==> src/rtl/fifo_push_arbiter.sv <==
// -----------------------------------------------------------------------------
// fifo_push_arbiter
//
// Purpose
//   Shares a single FIFO write port between N_REQ producers using round-robin
//   arbitration. The block keeps its own credit counter mirroring the FIFO
//   occupancy (pushes it issues minus pops it observes), so it never pushes
//   into a full FIFO. Data and the push strobe to the FIFO are registered,
//   which gives a one-cycle latency from grant to push.
//
// Parameters
//   N_REQ     number of requesters (2..8)
//   WIDTH     data width per requester and to the FIFO
//   DEPTH     FIFO capacity in entries; must match the attached FIFO
//   MAX_BURST max consecutive grants to one locked requester (lock build only)
//
// Ports
//   clk        in   rising-edge clock
//   rst_n      in   asynchronous, active-low reset
//   req        in   [N_REQ]       request per producer, held until granted
//   data       in   [N_REQ*WIDTH] producer i data on bits [i*WIDTH +: WIDTH]
//   lock       in   [N_REQ]       burst-lock request per producer
//   grant      out  [N_REQ]       one-hot, combinational
//   fifo_in    out  [WIDTH]       registered data to the FIFO
//   fifo_push  out                registered push strobe to the FIFO
//   fifo_pop   in                 copy of the pop strobe driven into the FIFO
//   count      out  [CNT_W]       credit-counter occupancy, registered
//   full       out                count == DEPTH
//   empty      out                count == 0
//
// Handshake
//   A producer raises req[i] with data valid on its slice and holds both until
//   it sees grant[i]. req[i] & grant[i] in a cycle means the data slice was
//   accepted at the next rising edge; the producer may then change data or
//   drop req. Dropping req before a grant simply withdraws the request.
//
// Configuration
//   ARB_LOCK_EN  when defined, a winner w with lock[w]=1 keeps priority while
//                req[w]&lock[w] stays high, for up to MAX_BURST consecutive
//                grants, after which rotation resumes from w. When undefined
//                the lock input is ignored and arbitration is pure
//                round-robin.
// -----------------------------------------------------------------------------
module fifo_push_arbiter #(
  parameter int N_REQ     = 4,
  parameter int WIDTH     = 8,
  parameter int DEPTH     = 4,
  parameter int MAX_BURST = 4,
  localparam int CNT_W    = $clog2(DEPTH + 1)
) (
  input  logic                   clk,
  input  logic                   rst_n,
  input  logic [N_REQ-1:0]       req,
  input  logic [N_REQ*WIDTH-1:0] data,
  input  logic [N_REQ-1:0]       lock,
  output logic [N_REQ-1:0]       grant,
  output logic [WIDTH-1:0]       fifo_in,
  output logic                   fifo_push,
  input  logic                   fifo_pop,
  output logic [CNT_W-1:0]       count,
  output logic                   full,
  output logic                   empty
);

  localparam int PTR_W = (N_REQ > 1) ? $clog2(N_REQ) : 1;

  // Registered state
  logic [PTR_W-1:0] r_rr_ptr;   // last winner; search starts one above it
  logic [CNT_W-1:0] r_count;
  logic             r_push;
  logic [WIDTH-1:0] r_in;

  // Combinational
  logic             w_pop_eff;
  logic             w_space;
  logic             w_allow;
  logic [PTR_W-1:0] w_rr_idx;
  logic [PTR_W-1:0] w_win_idx;

  // A pop while the counter is already zero is ignored so the credit count
  // cannot wrap below zero.
  assign w_pop_eff = fifo_pop && (r_count != '0);

  // A pop in the same cycle frees one slot, so a grant is allowed at full
  // when there is a real pop to make room for it.
  assign w_space = (r_count < CNT_W'(DEPTH)) || w_pop_eff;

  // rst_n gates the grant so no producer sees an acceptance while the block
  // is held in reset.
  assign w_allow = rst_n && (|req) && w_space;

  // Round-robin search: walk offsets N_REQ down to 1 so the smallest offset
  // with req set (the first one after r_rr_ptr, wrapping) is assigned last
  // and wins. Offset N_REQ is r_rr_ptr itself, so a lone requester can be
  // granted back to back.
  always_comb begin
    w_rr_idx = '0;
    for (int k = N_REQ; k >= 1; k--) begin
      if (req[(int'(r_rr_ptr) + k) % N_REQ]) begin
        w_rr_idx = PTR_W'((int'(r_rr_ptr) + k) % N_REQ);
      end
    end
  end

`ifdef ARB_LOCK_EN
  localparam int BURST_W = $clog2(MAX_BURST + 1);

  logic [BURST_W-1:0] r_burst_cnt;  // consecutive locked grants to r_rr_ptr
  logic               w_owner_lock;
  logic               w_hold;

  // The last winner is r_rr_ptr; it keeps priority while it still asks with
  // lock and has burst budget left.
  assign w_owner_lock = req[r_rr_ptr] && lock[r_rr_ptr];
  assign w_hold       = (r_burst_cnt != '0) &&
                        (r_burst_cnt < BURST_W'(MAX_BURST)) &&
                        w_owner_lock;
  assign w_win_idx    = w_hold ? r_rr_ptr : w_rr_idx;

  // A locked grant that continues the current burst increments the count;
  // a locked grant won through rotation starts a new burst at 1. Any
  // unlocked grant, or the owner dropping req/lock, ends the burst.
  always_ff @(posedge clk or negedge rst_n) begin
    if (!rst_n) begin
      r_burst_cnt <= '0;
    end else if (w_allow) begin
      if (lock[w_win_idx]) begin
        r_burst_cnt <= w_hold ? (r_burst_cnt + BURST_W'(1)) : BURST_W'(1);
      end else begin
        r_burst_cnt <= '0;
      end
    end else if (!w_owner_lock) begin
      r_burst_cnt <= '0;
    end
  end
`else
  logic w_unused_lock;

  // Lock input and burst limit have no function in the round-robin build.
  assign w_unused_lock = (^lock) ^ (MAX_BURST > 0);
  assign w_win_idx     = w_rr_idx;
`endif

  // One-hot grant; w_allow implies |req, and the selected index has req set.
  always_comb begin
    grant = '0;
    if (w_allow) begin
      grant[w_win_idx] = 1'b1;
    end
  end

  always_ff @(posedge clk or negedge rst_n) begin
    if (!rst_n) begin
      r_rr_ptr <= PTR_W'(N_REQ - 1);
      r_count  <= '0;
      r_push   <= 1'b0;
      r_in     <= '0;
    end else begin
      r_push <= w_allow;
      if (w_allow) begin
        r_in     <= data[w_win_idx*WIDTH +: WIDTH];
        r_rr_ptr <= w_win_idx;
      end
      // Push and pop in the same cycle cancel out.
      r_count <= r_count + CNT_W'(w_allow) - CNT_W'(w_pop_eff);
    end
  end

  assign fifo_push = r_push;
  assign fifo_in   = r_in;
  assign count     = r_count;
  // Decoded from the registered counter only: no path from req to full/empty.
  assign full      = (r_count == CNT_W'(DEPTH));
  assign empty     = (r_count == '0);

endmodule

==> config.mk <==
export PLATFORM = sky130hd
export DESIGN_NAME = fifo_push_arbiter
export DESIGN_NICKNAME = d
export VERILOG_FILES = /design/src/rtl/fifo_push_arbiter.sv
export SDC_FILE = /design/constraint.sdc
export NUM_CORES = 1
export LEC_CHECK = 0
export BUFFER_PORTS_ARGS = -buffer_cell sky130_fd_sc_hd__buf_2
export CAP_MARGIN = 20
export CORE_UTILIZATION = 40
export CTS_CLUSTER_SIZE = 10
export DETAILED_ROUTE_END_ITERATION = 7
export PLACE_DENSITY = 0.85
export SYNTH_ARGS = -nofsm -noshare
export SYNTH_HDL_FRONTEND = slang
export SYNTH_SLANG_ARGS = --single-unit
==> constraint.sdc <==
create_clock -name clk -period 5.4 [get_ports clk]
set_input_delay 1.08 -clock clk [delete_from_list [all_inputs] [get_ports clk]]
set_output_delay 1.08 -clock clk [all_outputs]
set_load 0.03 [all_outputs]
==> impl_metrics.yaml, run 1 <==
outcome:
  status: "finished clean"
placement:
  routabilityCongestion: 0.846
  dp_hpwl_mm: 2.04
  place_ws_ps: 1550
  port_buffers: 56
  dp.cells: 188
worst_setup_path:
  critPathKind: "in -> out"
  cp.depth: 7
  ff2ff_setup_slack_ps: 3230
  arrival_ps: 2770
  cp.required_ps: 4320
  endpoint_kind: "primary output"
  startpoint_type: "primary input"
  critPathLaunch: "req[1]"
  reg2reg_depth: 9
  slowest_delay_ps: 550
  crit_chain: "buf_2, or4_1, nand3_2, inv_2, nand3_1, nor2_1, buf_2"
  endpoint: "grant[3]"
  cp_num_buf_inv: 3
  critPathSlowestCell: "or4_1"
  crit_family: "simple AND/OR/NAND/NOR gates"
  reg2reg_from: "count[2]$_DFF_PN0_"
  cp_common_cell: "buf_2"
  crit_fanout: 14
  rr_endpoint: "count[2]$_DFF_PN0_"
cts:
  clockRootBuffer: "clkbuf_4"
  cts_tree: "yes"
  cts_hold_buf: 0
  clock-sinks: 14
  cts_made_buffers: 3
  post_cts_buffers: 0
  cts_max_path_buffers: 2
  ctsResizeCount: 0
  htreeDepth: 1
  clk_latency_ps: 280
  path_clk_slew_ps: 80
logic_synthesis:
  ys_warn_count: 0
  ys_seq_area_share_pct: 33.0
  syn_area_mm2: 0.00107
  synth_area_leaders: "dfrtp_1 28%, mux2i_1 7.5%, o211ai_2 7.0%"
  ys_types: 37
  syn_nets: 153
  synth_common_cells: "12 x dfrtp_1, 11 x nand2_1, 10 x o21ai_0"
  async_flop_share_pct: 100
  synth-edff-count: 0
  synth_area_leader_cell: "dfrtp_1"
  syn_inst: 107
  synthFlopType: "dfrtp_1"
  post_synth.cell_area_avg_um2: 9.99
  yosysMostFrequentCell: "dfrtp_1"
  yosysTopAreaCellShare_pct: 28.1
  ys_seq_elements: 14
timing:
  setup_ws_ps: 1550
  finalSetupViolCount: 0
  rsz0062_at_grt: "no"
  skew_ps: 6.26
  final_max_slew_viol_count: 0
  slew_headroom_pct: 53.8
  whs_ps: 502
  fin_setup_tns_ps: 0
  period_share_pct: 71.4
  tightestPinTransition_ps: 690
  fin_crit_ps: 3850
  hold_viol: 0
  fmax_mhz: 259
global_route:
  first_global_vias: 891
  antenna_found_initial: 0
  grt_overflow: 0
  grt_max_degree: 16
  grt_pass1_wl_mm: 3.84
  grtUsageTotal_pct: 18.6
layout:
  stdcell_count: 192
  drive_gt1_share_pct: 45.7
  areaGrowthSynthToFinish_pct: 29.4
  num_antenna_cells: 0
  fin_util_pct: 55.3
  layout.nets: 209
die:
  rows: 18
  dieArea_mm2: 0.00288
  die_width_um: 53.7
  fp.coreArea_mm2: 0.00250
  start_util_pct: 42.7
  num_io_pins: 61
  die_h_um: 53.7
routing:
  antenna_left: 0
  drt_iter0_drc: 12
  drtPass1Iterations: 4
  drcViolationCount: 0
  vias: 1023
  routedWlPerCell_um: 13.1
  viasPerCell: 5.33
  drt-total-wl_mm: 2.51
power:
  irDropWorstVdd_mv: 0.317
  p_per_area_mw_per_mm2: 516
  p_leak_nw: 0.691
flow_run:
  maxCapViolations: 0
worst_hold_path:
  hold_class: "reg -> reg"
cells in the final DEF (no fill, tap or decap), drive strengths merged, types with 3 or more instances in the layout:
cell type,count
buf,56
dfrtp,12
nand2,11
o21ai,11
mux2i,8
and4,8
o31a,8
o211ai,8
nor2b,4
inv,4
clkbuf,4
nand2b,3
nor2,3
tightest hold or removal path: stages (launching register included):
cell	delay, ps
dfrtp_1	340
nand2_1	60
o211ai_2	60
metrics by stage:
step,power (mW),cell area [um^2]
floorplan,0.544,1070
CTS,0.723,1380
global placement,0.629,1350
global route,0.773,1380
finish,0.714,1380
detailed placement,0.646,1350
how the worst min path moves through the flow:
stage / start / to / slack [ps] / depth (start not counted)
2_1_floorplan: r_rr_ptr[0]$_DFFE_PN1P_ / r_rr_ptr[0]$_DFFE_PN1P_ / 480 / 2
3_3_place_gp: fifo_in[6]$_DFFE_PN0P_ / fifo_in[6]$_DFFE_PN0P_ / 480 / 2
3_5_place_dp: fifo_in[2]$_DFFE_PN0P_ / fifo_in[2]$_DFFE_PN0P_ / 490 / 2
4_1_cts: fifo_in[2]$_DFFE_PN0P_ / fifo_in[2]$_DFFE_PN0P_ / 510 / 2
5_1_grt: fifo_in[5]$_DFFE_PN0P_ / fifo_in[5]$_DFFE_PN0P_ / 540 / 2
6_report: fifo_in[2]$_DFFE_PN0P_ / fifo_in[2]$_DFFE_PN0P_ / 500 / 2
final cells by class:
| type | instances | area [um^2] |
|---|---|---|
| Clock buffer | 4 | 36.3 |
| Fill cell | 223 | 1120 |
| Inverter | 4 | 15.0 |
| Multi-Input combinational cell | 84 | 661 |
| Sequential cell | 14 | 353 |
| Tap cell | 30 | 37.5 |
| Timing Repair Buffer | 56 | 280 |
report_power, final:
group / switching, mW / internal [mW]
Clock: 0.0328 / 0.0410
Combinational: 0.270 / 0.162
Sequential: 0.0465 / 0.161
Total: 0.349 / 0.365
routing by layer:
metal  vias to the layer above  global-route usage (%)  part of all wire (%)
met4                         0                    12.7                   2.6
met5                         -                       0                     0
met2                        47                    29.4                    49
met1                       459                    22.7                    43
met3                         7                    3.11                   5.5
li1                        510                       -                     -
cells by family (layout without fill, tap and decap cells):
logic type / after synthesis / after routing / synth area share [%]
AND/OR/NAND/NOR: 38 / 38 / 23.1
AO/OA/AOI/OAI: 33 / 33 / 25.4
flip-flops: 14 / 14 / 33.0
buffers and inverters: 9 / 64 / 5.15
multiplexers: 8 / 8 / 7.49
adder cells (fa/ha/maj): 3 / 3 / 4.22
XOR/XNOR: 2 / 2 / 1.64
flip-flops by register name, indices dropped and copies added (netlist names):
signal / flops
fifo_in: 8
count: 3
r_rr_ptr: 2
fifo_push: 1
No activity file was read; power rests on OpenSTA's default activity.
==> run 2, diff against run 1 <==
- CORE_UTILIZATION: 40 -> 39
- PLACE_DENSITY: 0.85 -> 0.86
- clock period: 5.4 -> 3.2 ns (I/O delays scaled with it)
==> impl_metrics.yaml, run 2 (synthesis gave the netlist of run 1 again) <==
worst_setup_path:
  crit_fanout: 10
  endpoint_kind: "primary output"
  critPathSlowestCell: "dfstp_2"
  reg2reg_from: "count[2]$_DFF_PN0_"
  cp.required_ps: 2560
  critPathKind: "reg -> out"
  endpoint: "grant[0]"
  crit_chain: "nor2b_4, o21a_1, nor3_4, and2_1, buf_2"
  critPathLaunch: "r_rr_ptr[0]$_DFFE_PN1P_"
  startpoint_type: "register"
  rr_endpoint: "count[2]$_DFF_PN0_"
  arrival_ps: 2120
  reg2reg_depth: 9
  ff2ff_setup_slack_ps: 980
  slowest_delay_ps: 590
routing:
  drt_iter0_drc: 13
  drcViolationCount: 0
  drtPass1Iterations: 4
  drt-total-wl_mm: 2.79
  routedWlPerCell_um: 14.3
  antenna_left: 0
  dr.max_layer_used: "met4"
  wirelength_met1_mm: 1.16
  viasPerCell: 5.56
  vias: 1084
  wl_met3_um: 145
  met2WireLength_mm: 1.45
placement:
  port_buffers: 56
  dp_hpwl_mm: 2.25
  routabilityCongestion: 0.870
  place_ws_ps: 284
global_route:
  antenna_found_initial: 0
  grt_overflow: 0
  grt_pass1_wl_mm: 4.34
  grt_max_degree: 16
  grtUsageTotal_pct: 20.4
  first_global_vias: 973
layout:
  areaGrowthSynthToFinish_pct: 31.5
  fin_util_pct: 55.7
  largest_reg_flops: 8
  drive_gt1_share_pct: 46.7
  final_common_cell: "buf_2"
  num_antenna_cells: 0
  layout.nets: 212
  mostFrequentLayoutCells: "56 x buf_2, 12 x dfrtp_1, 11 x nand2_1, 10 x o21ai_0"
cts:
  clk_latency_ps: 280
  cts_tree: "yes"
  cts_max_path_buffers: 2
  cts_made_buffers: 3
  clockRootBuffer: "clkbuf_4"
  post_cts_buffers: 0
  clock-sinks: 14
  htreeDepth: 1
  cts_hold_buf: 0
  path_clk_slew_ps: 90
  ctsResizeCount: 0
die:
  die_width_um: 54.3
  num_io_pins: 61
  fp.coreArea_mm2: 0.00252
  rows: 18
  start_util_pct: 42.4
  die_h_um: 54.3
  dieArea_mm2: 0.00295
timing:
  final_max_slew_viol_count: 0
  slew_headroom_pct: 55.2
  setup_ws_ps: 436
  fmax_mhz: 362
  fin_crit_ps: 2760
  skew_ps: 3.31
  tightestPinTransition_ps: 665
  period_share_pct: 86.4
  rsz0062_at_grt: "no"
  finalSetupViolCount: 0
  fin_setup_tns_ps: 0
  hold_viol: 0
outcome:
  status: "finished clean"
power:
  p_per_area_mw_per_mm2: 888
  irDropWorstVdd_mv: 0.464
  power_mw: 1.25
  p_leak_nw: 0.705
flow_run:
  maxCapViolations: 0
worst_hold_path:
  hold_class: "in -> async"
run 2: metal layers:
| layer | global-route usage [%] | up-vias |
|---|---|---|
| met4 | 7.26 | 0 |
| met1 | 26.3 | 512 |
| met3 | 1.94 | 4 |
| met2 | 35.2 | 46 |
| li1 | - | 522 |
| met5 | 0 | - |
run 2: how the worst min path moves through the flow:
stage,to,cells after the start,slack (ps)
floorplan,count[0]$_DFF_PN0_,0,340
global placement,fifo_in[1]$_DFFE_PN0P_,2,480
detailed placement,fifo_in[0]$_DFFE_PN0P_,2,490
CTS,fifo_in[2]$_DFFE_PN0P_,1,250
global route,fifo_in[2]$_DFFE_PN0P_,1,260
finish,fifo_in[2]$_DFFE_PN0P_,1,240
run 2: area by class of cell:
cell class	instances	area [um^2]
repair buffers	59	303
multi-input cells	84	661
clock buffers	4	36.3
well taps	30	37.5
flip-flops and latches	14	353
inverters	4	15.0
fillers	231	1120
run 2: critical path, delay by kind of cell, from the launching register on:
kind	cells	cell delay [ps]
flip-flops	1	590
AO/OA/AOI/OAI	1	330
AND/OR/NAND/NOR	3	740
buffers and inverters	1	200
run 2: per-stage QoR:
stage                     hold WS, ps  instance area (um^2)  std cells
after floorplan                   344                  1070        107
after global placement            483                  1370        191
after detailed placement          486                  1370        191
after CTS                         248                  1410        195
after global routing              261                  1410        195
final                             243                  1410        195
run 2: where the power goes:
group | switching, mW | leakage [nW] | internal (mW) | total (mW)
Sequential | 0.0786 | 0.168 | 0.272 | 0.351
Clock | 0.0597 | 0.0210 | 0.0692 | 0.129
Combinational | 0.477 | 0.516 | 0.290 | 0.768
==> run 3, diff against run 2 <==
- CORE_UTILIZATION: 39 -> 40
- PLACE_DENSITY: 0.86 -> 0.85
- clock period: 3.2 -> 2.9 ns (I/O delays scaled with it)
==> impl_metrics.yaml, run 3 (synthesis gave the netlist of run 1 again) <==
power:
  irDropWorstVdd_mv: 0.517
  p_per_area_mw_per_mm2: 965
  power.share.sequential_pct: 28.3
  p_leak_nw: 0.715
  switching_power_uw: 667
  swShare_pct: 48.7
  combPwrFrac_pct: 61.5
  clockPowerShare_pct: 10.2
  p_int_uw: 704
routing:
  routedWlPerCell_um: 13.6
  drt_iter0_drc: 15
  drcViolationCount: 0
  drt-total-wl_mm: 2.67
  viasPerCell: 5.27
  vias: 1039
  drtPass1Iterations: 4
  antenna_left: 0
worst_setup_path:
  crit_family: "simple AND/OR/NAND/NOR gates"
  arrival_ps: 2130
  endpoint_kind: "primary output"
  cp_num_buf_inv: 4
  cp_common_cell: "buf_2"
  startpoint_type: "primary input"
  critPathSlowestCell: "or4_1"
  cp.required_ps: 2320
  crit_chain: "buf_2, or4_1, nand3_2, buf_4, inv_2, nand3_1, nor4_1, buf_2"
  slowest_delay_ps: 570
  critPathKind: "in -> out"
  crit_fanout: 8
timing:
  final_max_slew_viol_count: 0
  fin_setup_tns_ps: 0
  fin_crit_ps: 2710
  slew_headroom_pct: 60.9
  period_share_pct: 93.5
  finalSetupViolCount: 0
  setup_ws_ps: 189
  skew_ps: 7.51
  fmax_mhz: 369
  tightestPinTransition_ps: 580
  rsz0062_at_grt: "no"
  hold_viol: 0
cts:
  clk_latency_ps: 280
  ctsResizeCount: 0
  htreeDepth: 1
  cts_max_path_buffers: 2
  post_cts_buffers: 0
  clock-sinks: 14
  cts_made_buffers: 3
  clockRootBuffer: "clkbuf_4"
  cts_tree: "yes"
  path_clk_slew_ps: 90
  cts_hold_buf: 0
placement:
  place_ws_ps: 129
  dp_hpwl_mm: 2.23
  routabilityCongestion: 0.874
  port_buffers: 56
global_route:
  grt_max_degree: 15
  grt_overflow: 0
  use_met3_pct: 0.282
  grt_pass1_wl_mm: 4.12
  grt_use_met2_pct: 32.9
  grtUsageTotal_pct: 19.5
  first_global_vias: 968
  gr-usage-met1_pct: 26.0
  antenna_found_initial: 0
  grt_busiest_layer: "met2"
layout:
  areaGrowthSynthToFinish_pct: 32.9
  mostFrequentLayoutCells: "56 x buf_2, 12 x dfrtp_1, 11 x nand2_1, 10 x o21ai_0"
  num_antenna_cells: 0
  final_common_cell: "buf_2"
  largest_reg_flops: 8
  drive_gt1_share_pct: 47.3
  layout.nets: 214
flow_run:
  maxCapViolations: 0
worst_hold_path:
  hold_class: "in -> async"
die:
  die_h_um: 53.7
  num_io_pins: 61
  start_util_pct: 42.7
  dieArea_mm2: 0.00288
  die_width_um: 53.7
  rows: 18
  fp.coreArea_mm2: 0.00250
outcome:
  status: "finished clean"
## run 3: worst paths after layout
kind	startpoint	to	slack, ps	cells past startpoint
max	req[1]	grant[2]	190	8
min	rst_n	fifo_in[5]$_DFFE_PN0P_	240	2
min in group clk	r_rr_ptr[0]$_DFFE_PN1P_	r_rr_ptr[0]$_DFFE_PN1P_	510	2
max in group asynchronous	rst_n	r_rr_ptr[0]$_DFFE_PN1P_	2420	2
min reg2reg	r_rr_ptr[0]$_DFFE_PN1P_	r_rr_ptr[0]$_DFFE_PN1P_	510	2
max reg2reg	count[1]$_DFF_PN0_	count[2]$_DFF_PN0_	780	9
## run 3: power by group through the flow
stage | Combinational, mW | Clock, mW | Sequential, mW
after detailed placement | 0.847 | 0 | 0.392
final | 0.843 | 0.140 | 0.388
after global routing | 0.917 | 0.152 | 0.401
after floorplan | 0.484 | 0 | 0.529
after CTS | 0.848 | 0.141 | 0.389
after global placement | 0.817 | 0 | 0.383
## run 3: final cells by class
class	count	area, um^2
multi-input cells	84	661
well taps	30	37.5
inverters	4	15.0
clock buffers	4	36.3
fillers	251	1080
flip-flops and latches	14	353
repair buffers	61	318
## run 3: metal layers
metal,vias up,wire (um)
li1,523,-
met1,478,1190
met2,36,1350
met3,2,110
met4,0,18
met5,-,0
## run 3: per-stage QoR
stage	utilization [%]	cells	area [um^2]	hold slack [ps]	power (mW)
2_1_floorplan	-	107	1070	284	1.01
3_3_place_gp	55.4	193	1380	478	1.20
3_5_place_dp	55.4	193	1380	500	1.24
4_1_cts	56.8	197	1420	245	1.38
5_1_grt	56.8	197	1420	259	1.47
6_report	56.8	197	1420	239	1.37
